$ cat config.mk
export PLATFORM = sky130hd
export DESIGN_NAME = alu_flat
export DESIGN_NICKNAME = d
export VERILOG_FILES = /design/src/rtl/alu_if.sv /design/src/rtl/alu.sv /design/src/flat_wrapper.sv
export SDC_FILE = /design/constraint.sdc
export NUM_CORES = 1
export LEC_CHECK = 0
export ABC_CLOCK_PERIOD_IN_PS = 2000
export CAP_MARGIN = 30
export CORE_MARGIN = 3
export CORE_UTILIZATION = 45
export CTS_CLUSTER_SIZE = 40
export DETAILED_ROUTE_END_ITERATION = 16
export HOLD_SLACK_MARGIN = 0.08
export PLACE_DENSITY = 0.7
export RECOVER_POWER = 25
export SETUP_SLACK_MARGIN = 0.15
export SYNTH_ARGS = -nofsm -noshare
export SYNTH_HDL_FRONTEND = slang
export SYNTH_SLANG_ARGS = --single-unit
$ cat constraint.sdc
create_clock -name clk -period 2 [get_ports clk]
set_clock_uncertainty 0.05 [all_clocks]
set_input_delay 0.4 -clock clk [delete_from_list [all_inputs] [get_ports clk]]
set_output_delay 0.4 -clock clk [all_outputs]
set_load 0.005 [all_outputs]
$ cat src/rtl/alu_if.sv
// Operand/result bundle for the registered ALU; the sequencer drives the master side.
// Zero/Overflow exist only when ALU_STATUS_FLAGS_EN is defined.
interface alu_if #(parameter int WIDTH = 8);
  logic [WIDTH-1:0] A;
  logic [WIDTH-1:0] B;
  logic [3:0]       ALU_Sel;
  logic             in_valid;
  logic [WIDTH-1:0] ALU_Out;
  logic             CarryOut;
  logic             out_valid;
`ifdef ALU_STATUS_FLAGS_EN
  logic             Zero;
  logic             Overflow;
`endif

`ifdef ALU_STATUS_FLAGS_EN
  modport master (output A, B, ALU_Sel, in_valid,
                  input  ALU_Out, CarryOut, out_valid, Zero, Overflow);
  modport slave  (input  A, B, ALU_Sel, in_valid,
                  output ALU_Out, CarryOut, out_valid, Zero, Overflow);
`else
  modport master (output A, B, ALU_Sel, in_valid,
                  input  ALU_Out, CarryOut, out_valid);
  modport slave  (input  A, B, ALU_Sel, in_valid,
                  output ALU_Out, CarryOut, out_valid);
`endif
endinterface

$ cat src/rtl/alu.sv
// Registered 16-operation ALU with one-cycle latency and hold-on-idle outputs.
// Optional Zero/Overflow status flags are built when ALU_STATUS_FLAGS_EN is defined.
module alu #(
  parameter int WIDTH = 8
) (
  input logic clk,
  input logic rst_n,
  alu_if.slave bus
);

  typedef enum logic [3:0] {
    OP_ADD, OP_SUB, OP_MUL, OP_DIV, OP_SHL, OP_SHR, OP_ROL, OP_ROR,
    OP_AND, OP_OR, OP_XOR, OP_NOR, OP_NAND, OP_XNOR, OP_GT, OP_EQ
  } op_e;

  localparam int MSB = WIDTH - 1;

  op_e              op;
  logic [WIDTH:0]   sum_d;
  logic [WIDTH:0]   diff_d;
  logic [2*WIDTH-1:0] prod_d;
  logic [WIDTH-1:0] res_d;
  logic             carry_d;

  logic [WIDTH-1:0] alu_out_q;
  logic             carry_q;
  logic             valid_q;

  assign op     = op_e'(bus.ALU_Sel);
  assign sum_d  = {1'b0, bus.A} + {1'b0, bus.B};
  // Top bit of the widened difference is the borrow.
  assign diff_d = {1'b0, bus.A} - {1'b0, bus.B};
  assign prod_d = {{WIDTH{1'b0}}, bus.A} * {{WIDTH{1'b0}}, bus.B};

  always_comb begin
    // NOTE: defaults first so every path assigns every output and no latch is inferred.
    res_d   = '0;
    carry_d = 1'b0;
    case (op)
      OP_ADD:  {carry_d, res_d} = sum_d;
      OP_SUB:  {carry_d, res_d} = diff_d;
      OP_MUL: begin
        res_d   = prod_d[WIDTH-1:0];
        carry_d = |prod_d[2*WIDTH-1:WIDTH];
      end
      OP_DIV: begin
        if (bus.B == '0) begin
          res_d   = '1;
          carry_d = 1'b1;
        end else begin
          res_d = bus.A / bus.B;
        end
      end
      OP_SHL: begin
        res_d   = {bus.A[MSB-1:0], 1'b0};
        carry_d = bus.A[MSB];
      end
      OP_SHR: begin
        res_d   = {1'b0, bus.A[MSB:1]};
        carry_d = bus.A[0];
      end
      OP_ROL:  res_d = {bus.A[MSB-1:0], bus.A[MSB]};
      OP_ROR:  res_d = {bus.A[0], bus.A[MSB:1]};
      OP_AND:  res_d = bus.A & bus.B;
      OP_OR:   res_d = bus.A | bus.B;
      OP_XOR:  res_d = bus.A ^ bus.B;
      OP_NOR:  res_d = ~(bus.A | bus.B);
      OP_NAND: res_d = ~(bus.A & bus.B);
      OP_XNOR: res_d = ~(bus.A ^ bus.B);
      OP_GT:   res_d = {{(WIDTH-1){1'b0}}, bus.A > bus.B};
      OP_EQ:   res_d = {{(WIDTH-1){1'b0}}, bus.A == bus.B};
      default: ;
    endcase
  end

  // Result registers update only on valid cycles; out_valid tracks in_valid every edge.
  always_ff @(posedge clk or negedge rst_n) begin
    if (!rst_n) begin
      alu_out_q <= '0;
      carry_q   <= 1'b0;
      valid_q   <= 1'b0;
    end else begin
      // NOTE: non-blocking so every register samples pre-edge values regardless of order.
      valid_q <= bus.in_valid;
      if (bus.in_valid) begin
        alu_out_q <= res_d;
        carry_q   <= carry_d;
      end
    end
  end

  assign bus.ALU_Out   = alu_out_q;
  assign bus.CarryOut  = carry_q;
  assign bus.out_valid = valid_q;

`ifdef ALU_STATUS_FLAGS_EN
  logic ovf_d;
  logic zero_q;
  logic ovf_q;

  // Signed overflow: ADD with like-signed operands, SUB with unlike-signed, result sign flips from A.
  always_comb begin
    ovf_d = 1'b0;
    if (op == OP_ADD)
      ovf_d = (bus.A[MSB] == bus.B[MSB]) && (sum_d[MSB] != bus.A[MSB]);
    else if (op == OP_SUB)
      ovf_d = (bus.A[MSB] != bus.B[MSB]) && (diff_d[MSB] != bus.A[MSB]);
  end

  always_ff @(posedge clk or negedge rst_n) begin
    if (!rst_n) begin
      zero_q <= 1'b0;
      ovf_q  <= 1'b0;
    end else if (bus.in_valid) begin
      zero_q <= (res_d == '0);
      ovf_q  <= ovf_d;
    end
  end

  assign bus.Zero     = zero_q;
  assign bus.Overflow = ovf_q;
`endif

endmodule

$ cat src/flat_wrapper.sv
// flat-port wrapper written by rule: the top's interface ports become plain ports
module alu_flat 
#(
  parameter int WIDTH = 8
)
  (clk, rst_n, bus_A, bus_B, bus_ALU_Sel, bus_in_valid, bus_ALU_Out, bus_CarryOut, bus_out_valid);
  alu_if #(.WIDTH(WIDTH)) bus_i ();
  input logic clk;
  input logic rst_n;
  input wire logic [$bits(bus_i.A)-1:0] bus_A;
  input wire logic [$bits(bus_i.B)-1:0] bus_B;
  input wire logic [$bits(bus_i.ALU_Sel)-1:0] bus_ALU_Sel;
  input wire logic [$bits(bus_i.in_valid)-1:0] bus_in_valid;
  output wire logic [$bits(bus_i.ALU_Out)-1:0] bus_ALU_Out;
  output wire logic [$bits(bus_i.CarryOut)-1:0] bus_CarryOut;
  output wire logic [$bits(bus_i.out_valid)-1:0] bus_out_valid;
  assign bus_i.A = bus_A;
  assign bus_i.B = bus_B;
  assign bus_i.ALU_Sel = bus_ALU_Sel;
  assign bus_i.in_valid = bus_in_valid;
  assign bus_ALU_Out = bus_i.ALU_Out;
  assign bus_CarryOut = bus_i.CarryOut;
  assign bus_out_valid = bus_i.out_valid;
  alu #(.WIDTH(WIDTH)) u_core (.clk(clk), .rst_n(rst_n), .bus(bus_i));
endmodule
# Yosys cells after proc, flatten, opt, wreduce, memory -nomap -nowiden
# Cells that the tools add are included.
# classes
multipliers,1
div,1
eq_ne,16
addsub,2
bitwise_logic,6
magnitude_cmp,1
muxes,4
n_reduce_logical,3
# ops
operator,n
8-bit one-hot mux with 16 select lines,1
4-bit == test (second input constant),8
8-bit NOT,3
4-bit by 3-bit == test with 1-bit output (second input constant),4
8-bit by 8-bit multiplier with 16-bit output,1
8-bit by 8-bit adder with 9-bit output,1
8-bit by 8-bit subtractor with 9-bit output,1
8-bit bitwise AND,1
8-bit by 8-bit divider with 8-bit output,1
4-bit by 2-bit == test with 1-bit output (second input constant),2
8-bit == test,1
8-bit greater-than comparator,1
8-bit logical NOT,1
8-bit two-way mux,1
8-bit OR,1
8-bit OR reduction,1
8-bit bitwise XOR,1
1-bit one-hot mux with 6 select lines,1
4-bit by 1-bit == test with 1-bit output (second input constant),1
4-bit logical NOT,1
1-bit two-way mux,1
# word_totals
regBits,10
in_bits,23

# Longest topological paths before layout
# Gate-level depths: netlist (run 1).
# depth
word_depth,3
mapped_depth,52
mapped_depth_nobuf,50

# Least setup slack after synthesis (run 1)
# OpenSTA, ideal clock, no wires.
# synth_path
kind,input to register
from,input bus_B[7]
to,register u_core.alu_out_q[0] (netlist: u_core.bus.ALU_Out[0])
slack_ps,-7589
setup_time_ps,121
arrival_time_ps,9418
required_time_ps,1829
cell_stages,48
path_cell_list,buf_6 > or4_4 > nor3_2 > a31oi_1 > ha_1 > o21ai_0 > o32ai_1 > inv_1 > ha_1 > o21a_1 > o21a_1 > o21bai_2 > mux2_1 > inv_1 > ha_1 > o21a_1 > o311a_1 > o21ai_1 > [12 not listed] > nor3_1 > nor2_1 > clkbuf_1 > a21bo_2 > ha_1 > a21oi_1 > o21ai_0 > a21oi_1 > o22a_1 > clkbuf_1 > inv_1 > o31ai_1 > ha_1 > a21oi_1 > o211ai_1 > a31oi_1 > nor3_1 > o22a_1
# synth_between
elab_chain_len,3
elab_cells_between_ends,6
cone_classes,div: 1; order compare: 1; eq/ne: 1; mux: 2; reduce/logical: 1
# synth_lines
item,line_no,text
from (decl),flat_wrapper.sv:11,input wire logic [$bits(bus_i.B)-1:0] bus_B;
8-bit by 8-bit divider with 8-bit output or 8-bit logical NOT (tied branches),"alu.sv:51, alu.sv:47",
8-bit two-way mux,alu.sv:47,if (bus.B == '0) begin
8-bit one-hot mux with 16 select lines (*),alu.sv:39,case (op)
to (signal assigned),alu.sv:86,alu_out_q <= res_d;
to (decl),alu.sv:25,logic [WIDTH-1:0] alu_out_q;
# Mark *: on every way between the ends. The rest lies on a longest branch, timed or not.
# A chain may end at the register's enable or synchronous reset.

# Worst setup path after layout (run 1)
# layout_path
from,input bus_B[5]
to,register u_core.alu_out_q[0] (netlist: u_core.bus.ALU_Out[0])
# Same word-level chain as after synthesis.

==> results.py, run 1 <==
metrics = {
    "detailed_routing": {
        "ant_nets": 0,
        "drt_iter0_drc": 645,
        "routed_via_density": 6.13,
        "drt_drc_violations_left": 0,
        "drt_wl_total_mm": 25.3,
        "num_vias": 7102,
        "wl_per_cell_um": 21.8,
        "first_pass_iters": 5,
    },
    "cts": {
        "cts.clk_slew.worst_paths_ps": 50,
        "cts_sinks": 10,
        "cts_tree": "built",
        "cts_buffer_depth": 2,
        "root_buffer": "clkbuf_16",
        "cts_buffers": 3,
        "cts-htree-levels": 1,
        "clk_latency_ps": 240,
    },
    "layout": {
        "regArea_um2": 250,
        "final_util": 0.767,
        "fin_area_mm2": 0.00898,
        "diodes": 0,
        "drive_above_1_share": 0.430,
        "num-nets-final": 1177,
        "area_delta_synth_final_pct": 62.1,
        "multi_input_area_mm2": 0.00561,
        "fill_cells": 824,
    },
    "worst_setup_path": {
        "path_buf_inv": 6,
        "critPathMaxFanout": 7,
        "crit_path_frequent_cell": "o21a_1",
        "start_kind": "input pin",
        "critPathSlowestCell": "or4_4",
        "worst_ep_required_time_ps": 2070,
        "critical-path-top-delay-family": "compound AO/OA/AOI/OAI gates",
        "arrival_ps": 9640,
        "critPathKind": "input pin to register",
        "max_stage_delay_ps": 570,
        "worstSetupEndpointType": "register",
    },
    "synthesis": {
        "synthTopCellsByArea": "ha_1 22%, fa_1 14%, nor2_1 6.3%, inv_1 5.6%, a21oi_1 5.1%",
        "synth_area_leader_cell": "ha_1",
        "netlist.area_leader.share": 0.224,
        "async_flop_share": 1.00,
        "synth_nets": 898,
        "synth-xor-area-share": 0.0411,
        "synth_top_family_by_area": "adder cells",
        "avgSynthCellArea_um2": 7.51,
        "yosys_warnings": 0,
        "yosysMostFrequentCell": "ha_1",
        "ys_seq_elements": 10,
        "synth_mux_area_frac": 0.0373,
        "synthTopCellsByCount": "99 x ha_1, 93 x nor2_1, 83 x inv_1",
        "synth_edf_count": 0,
        "synth_top_flop_cell": "dfrtp_1",
        "synth_cell_types": 70,
        "synth_compound_area_frac": 0.246,
        "synth_adder_area_share": 0.361,
        "synth_area_mm2": 0.00554,
        "syn_inst": 738,
        "synthSimpleGateAreaFrac": 0.188,
        "ys_seq_area_frac": 0.0452,
    },
    "global_routing": {
        "grt.met2_usage": 0.600,
        "grt_overflow_total": 0,
        "grt_pass1_vias": 7207,
        "grt_use_met1": 0.447,
        "use_met3": 0.0627,
        "top_usage_layer": "met2",
        "grt_start_max_net_pins": 19,
        "antenna_found_initial": 0,
        "grtUsageTotal": 0.355,
        "grt_pass1_wl_mm": 37.5,
    },
    "place": {
        "io_buffers": 32,
        "pre_cts_slack_ps": -8380,
        "place_area_mm2": 0.00791,
        "dp_hpwl_mm": 18.4,
        "gp_congestion": 0.971,
    },
    "outcome": {
        "outcome": "finished, violations left",
        "violations": "setup timing",
    },
    "floorplanning": {
        "core_area_mm2": 0.0117,
        "die_w_um": 117,
        "die_area_mm2": 0.0137,
        "start_util": 0.473,
        "io_pins": 33,
        "row_count": 39,
        "fp.dieH_um": 117,
    },
    "sta": {
        "hold_viol": 0,
        "post-route-min-period_ps": 9570,
        "fin_crit_sh": 4.78,
        "rsz0062_at_grt": "yes",
        "fin_ws_ps": -7570,
        "setup_viol": 9,
        "drv_slew": 0,
        "worstMarginPinSlew_ps": 782,
        "fmaxAchievable_mhz": 105,
        "slew_headroom": 0.474,
    },
    "hold_path": {
        "hold_path.class": "register to register",
    },
    "power_and_ir_drop": {
        "ir_worst_vdd_mv": 1.43,
        "power_density_mw_per_mm2": 631,
        "p_leak_nw": 4.26,
        "power_mw": 5.67,
    },
    "flow_run": {
        "cap_violations": 0,
    },
}
==> through the flow <==
stage	hold WS, ps	instances	setup TNS [ps]
3_5_place_dp	444	1112	-42790
3_3_place_gp	424	1112	-41100
4_1_cts	454	1147	-34460
6_report	445	1159	-36100
2_1_floorplan	54.4	738	-32260
5_1_grt	460	1159	-37860
==> flip-flops by register name, indices dropped and copies added, names as in the netlist <==
signal / flops
u_core.bus.out_valid: 1
u_core.bus.ALU_Out: 8
u_core.bus.CarryOut: 1
==> what timing repair did <==
item,CTS,global route
endpoints found under the hold margin,0,0
endpoints found under the setup margin,9,9
cloned,1,0
hold buffers,0,0
setup buffers,30,12
pin swaps,56,58
resized for setup,111,83
==> worst reg2reg max path, delay by kind of cell, from the launching register on <==
family                 cells  cell delay (ps)
and+or+nand+nor            2              470
AOI/OAI and AO/OA          5              690
DFF                        1              370
buffers and inverters      2              340
==> metal layers <==
metal	up-vias	part of all wire
li1	3183	-
met4	0	0.051
met1	3446	0.40
met3	109	0.081
met5	-	0
met2	364	0.47
==> final timing paths <==
path / startpoint / endpoint / slack, ps / cells after the start
min reg2reg: u_core.bus.ALU_Out[6]$_DFFE_PN0P_ / u_core.bus.ALU_Out[6]$_DFFE_PN0P_ / 450 / 1
max: bus_B[5] / u_core.bus.ALU_Out[0]$_DFFE_PN0P_ / -7570 / 47
max in group asynchronous: rst_n / u_core.bus.ALU_Out[2]$_DFFE_PN0P_ / 980 / 1
min: u_core.bus.ALU_Out[6]$_DFFE_PN0P_ / u_core.bus.ALU_Out[6]$_DFFE_PN0P_ / 450 / 1
min in group asynchronous: rst_n / u_core.bus.out_valid$_DFF_PN0_ / 540 / 1
max reg2reg: u_core.bus.CarryOut$_DFFE_PN0P_ / u_core.bus.CarryOut$_DFFE_PN0P_ / -20 / 9
==> layout by cell type, fill, tap and decap left out, types with 9 or more instances in the layout <==
master             n
clkdlybuf4s50_1   15
ha_4              18
nand2_1           41
nor3_1            22
nor2_2            17
ha_1              75
a31oi_1            9
buf_4            240
dfrtp_1           10
a21oi_2           15
inv_1             69
nor2_1            68
buf_6             18
fa_1              36
a21oi_1           39
xnor2_1           15
xor2_1            10
o21a_1            14
o21ai_0           18
==> final cells by class <==
cell class	count	share of cell area
Clock buffer	4	0.00989
Inverter	94	0.0444
Multi-Input combinational cell	611	0.624
Sequential cell	10	0.0279
Tap cell	143	0.0199
Timing Repair Buffer	297	0.274
==> where the power goes <==
part / total, mW / internal (mW) / leakage [nW] / switching [mW]
sequential: 0.256 / 0.231 / 0.121 / 0.0242
clock: 0.412 / 0.302 / 0.0442 / 0.110
combinational: 5.00 / 2.49 / 4.09 / 2.51
==> logic make-up after synthesis <==
family          Yosys count
flops                    10
buf+inv                 118
compound gates          205
simple gates            223
xor+xnor                 26
mux                      19
fa+ha+maj               137
(Power assumes the default switching activity.)
==> run 2, diff against run 1 <==
--- a/config.mk
+++ b/config.mk
@@ -5,8 +5,9 @@
 export SDC_FILE = /design/constraint.sdc
 export NUM_CORES = 1
 export LEC_CHECK = 0
-export ABC_CLOCK_PERIOD_IN_PS = 2000
+export ABC_CLOCK_PERIOD_IN_PS = 9610
 export CAP_MARGIN = 30
+export CORE_ASPECT_RATIO = 0.9
 export CORE_MARGIN = 3
 export CORE_UTILIZATION = 45
 export CTS_CLUSTER_SIZE = 40
==> constraint.sdc (replaced) <==
create_clock -name clk -period 9.61 [get_ports clk]
set_clock_uncertainty 0.05 [all_clocks]
set_input_delay 1.922 -clock clk [delete_from_list [all_inputs] [get_ports clk]]
set_output_delay 1.922 -clock clk [all_outputs]
set_load 0.005 [all_outputs]
==> results.py, run 2 (synthesis gave the netlist of run 1 again) <==
metrics = {
    "floorplanning": {
        "die_area_mm2": 0.0137,
        "fp.dieH_um": 111,
        "start_util": 0.473,
        "io_pins": 33,
        "core_area_mm2": 0.0117,
        "die_w_um": 123,
        "row_count": 37,
    },
    "cts": {
        "cts_hold_buffers": 0,
        "cts_tree": "built",
        "cts-htree-levels": 1,
        "clk_latency_ps": 250,
        "root_buffer": "clkbuf_16",
        "cts_buffers": 3,
        "cts_buffer_depth": 2,
        "cts_sinks": 10,
        "cts.clk_slew.worst_paths_ps": 50,
    },
    "outcome": {
        "violations": "setup timing",
        "outcome": "finished, violations left",
    },
    "layout": {
        "fill_cells": 992,
        "largest_reg_flops": 8,
        "num-nets-final": 1027,
        "drive_above_1_share": 0.237,
        "final_cell_mix": "108 x buf_4, 90 x nor2_1, 85 x ha_1",
        "area_delta_synth_final_pct": 32.6,
        "diodes": 0,
        "final_common_cell": "buf_4",
    },
    "flow_run": {
        "cap_violations": 0,
    },
    "worst_setup_path": {
        "critPathMaxFanout": 6,
        "max_stage_delay_ps": 550,
        "worst_ep_required_time_ps": 9700,
        "start_kind": "input pin",
        "worstSetupEndpointType": "register",
        "crit_path_frequent_cell": "ha_4",
        "critPathKind": "input pin to register",
        "arrival_ps": 10990,
        "critPathSlowestCell": "or4_4",
    },
    "sta": {
        "fin_crit_sh": 1.13,
        "worstMarginPinSlew_ps": 999,
        "drv_slew": 0,
        "setup_viol": 2,
        "fin_tns_setup_ps": -1900,
        "fin_ws_ps": -1300,
        "fmaxAchievable_mhz": 91.7,
        "rsz0062_at_grt": "yes",
        "post-route-min-period_ps": 10910,
        "slew_headroom": 0.332,
        "holdWs_ps": 442,
        "hold_viol": 0,
    },
    "global_routing": {
        "antenna_found_initial": 0,
        "grt_overflow_total": 0,
        "grt_start_max_net_pins": 36,
        "grt_pass1_wl_mm": 32.2,
        "grtUsageTotal": 0.295,
        "grt_pass1_vias": 6242,
    },
    "place": {
        "gp_congestion": 1.00,
        "io_buffers": 32,
        "dp_hpwl_mm": 15.6,
        "pre_cts_slack_ps": -2370,
    },
    "detailed_routing": {
        "drt_drc_violations_left": 0,
        "first_pass_iters": 7,
        "wl_per_cell_um": 20.2,
        "drt_iter0_drc": 646,
        "routed_via_density": 6.08,
        "ant_nets": 0,
        "num_vias": 6217,
        "drt_wl_total_mm": 20.7,
    },
    "power_and_ir_drop": {
        "power_uw": 856,
        "p_leak_nw": 3.44,
        "power_density_mw_per_mm2": 116,
        "ir_worst_vdd_mv": 0.0877,
    },
    "hold_path": {
        "hold_path.class": "register to register",
    },
}
## run 2: cell count changes in the layout (fill, tap and decap cells not counted), sizes merged
cell           before  now
clkbuf              6    4
clkdlybuf4s50      15   22
inv                81   82
clkdlybuf4s15       0    1
clkinvlp            2    1
buf               270  118
dlygate4sd2         8    5
dlymetal6s2s        1    0
## run 2: layout make-up
cell class / instances / area [um2] / area share
inverter: 94 / 364 / 0.0496
clock buffer: 4 / 88.8 / 0.0121
multi-input combinational: 611 / 5260 / 0.716
timing repair buffer: 147 / 1190 / 0.162
sequential: 10 / 250 / 0.0341
tap: 156 / 195 / 0.0266
## run 2: worst paths after layout
check,to,slack (ps),cells after the start,from
worst max-delay path,u_core.bus.ALU_Out[0]$_DFFE_PN0P_,-1300,51,bus_B[7]
worst min-delay path,u_core.bus.ALU_Out[6]$_DFFE_PN0P_,440,1,u_core.bus.ALU_Out[6]$_DFFE_PN0P_
worst max register to register,u_core.bus.CarryOut$_DFFE_PN0P_,7920,7,u_core.bus.CarryOut$_DFFE_PN0P_
worst min register to register,u_core.bus.ALU_Out[6]$_DFFE_PN0P_,440,1,u_core.bus.ALU_Out[6]$_DFFE_PN0P_
max in group asynchronous,u_core.bus.CarryOut$_DFFE_PN0P_,7090,1,rst_n
min in group asynchronous,u_core.bus.ALU_Out[1]$_DFFE_PN0P_,2050,1,rst_n
## run 2: metal layers
metal  track usage  up-vias  part of all wire
li1              -     2883                 -
met1         0.394     2933              0.42
met4        0.0967        0             0.034
met3        0.0418       69             0.087
met5             0        -                 0
met2         0.486      332              0.46
## run 2: worst max-delay path, delay by kind of cell
family / cells / cell delay, ps
muxes: 2 / 600
xor gates and xnor gates: 1 / 230
and+or+nand+nor: 8 / 1940
AOI/OAI and AO/OA: 22 / 3450
adders and majority gates: 7 / 1600
buffers and inverters: 11 / 1260
## run 2: what timing repair did
action | CTS | global route
gates resized for setup | 54 | 27
cloned | 1 | 0
pin swaps | 45 | 26
endpoints found under the setup margin | 3 | 2
buffers inserted | 18 | 12
## run 2: through the flow
stage / cell area, um2 / utilization / cells
finish: 7350 / 0.627 / 1022
global route: 7350 / 0.627 / 1022
CTS: 7100 / 0.606 / 1010
detailed placement: 6720 / 0.574 / 987
global placement: 6720 / 0.573 / 986
floorplan: 5690 / - / 738
## run 2: power breakdown
part           internal [mW]  switching (mW)
combinational          0.328           0.388
sequential            0.0482         0.00393
clock                 0.0630          0.0239
total                  0.440           0.416
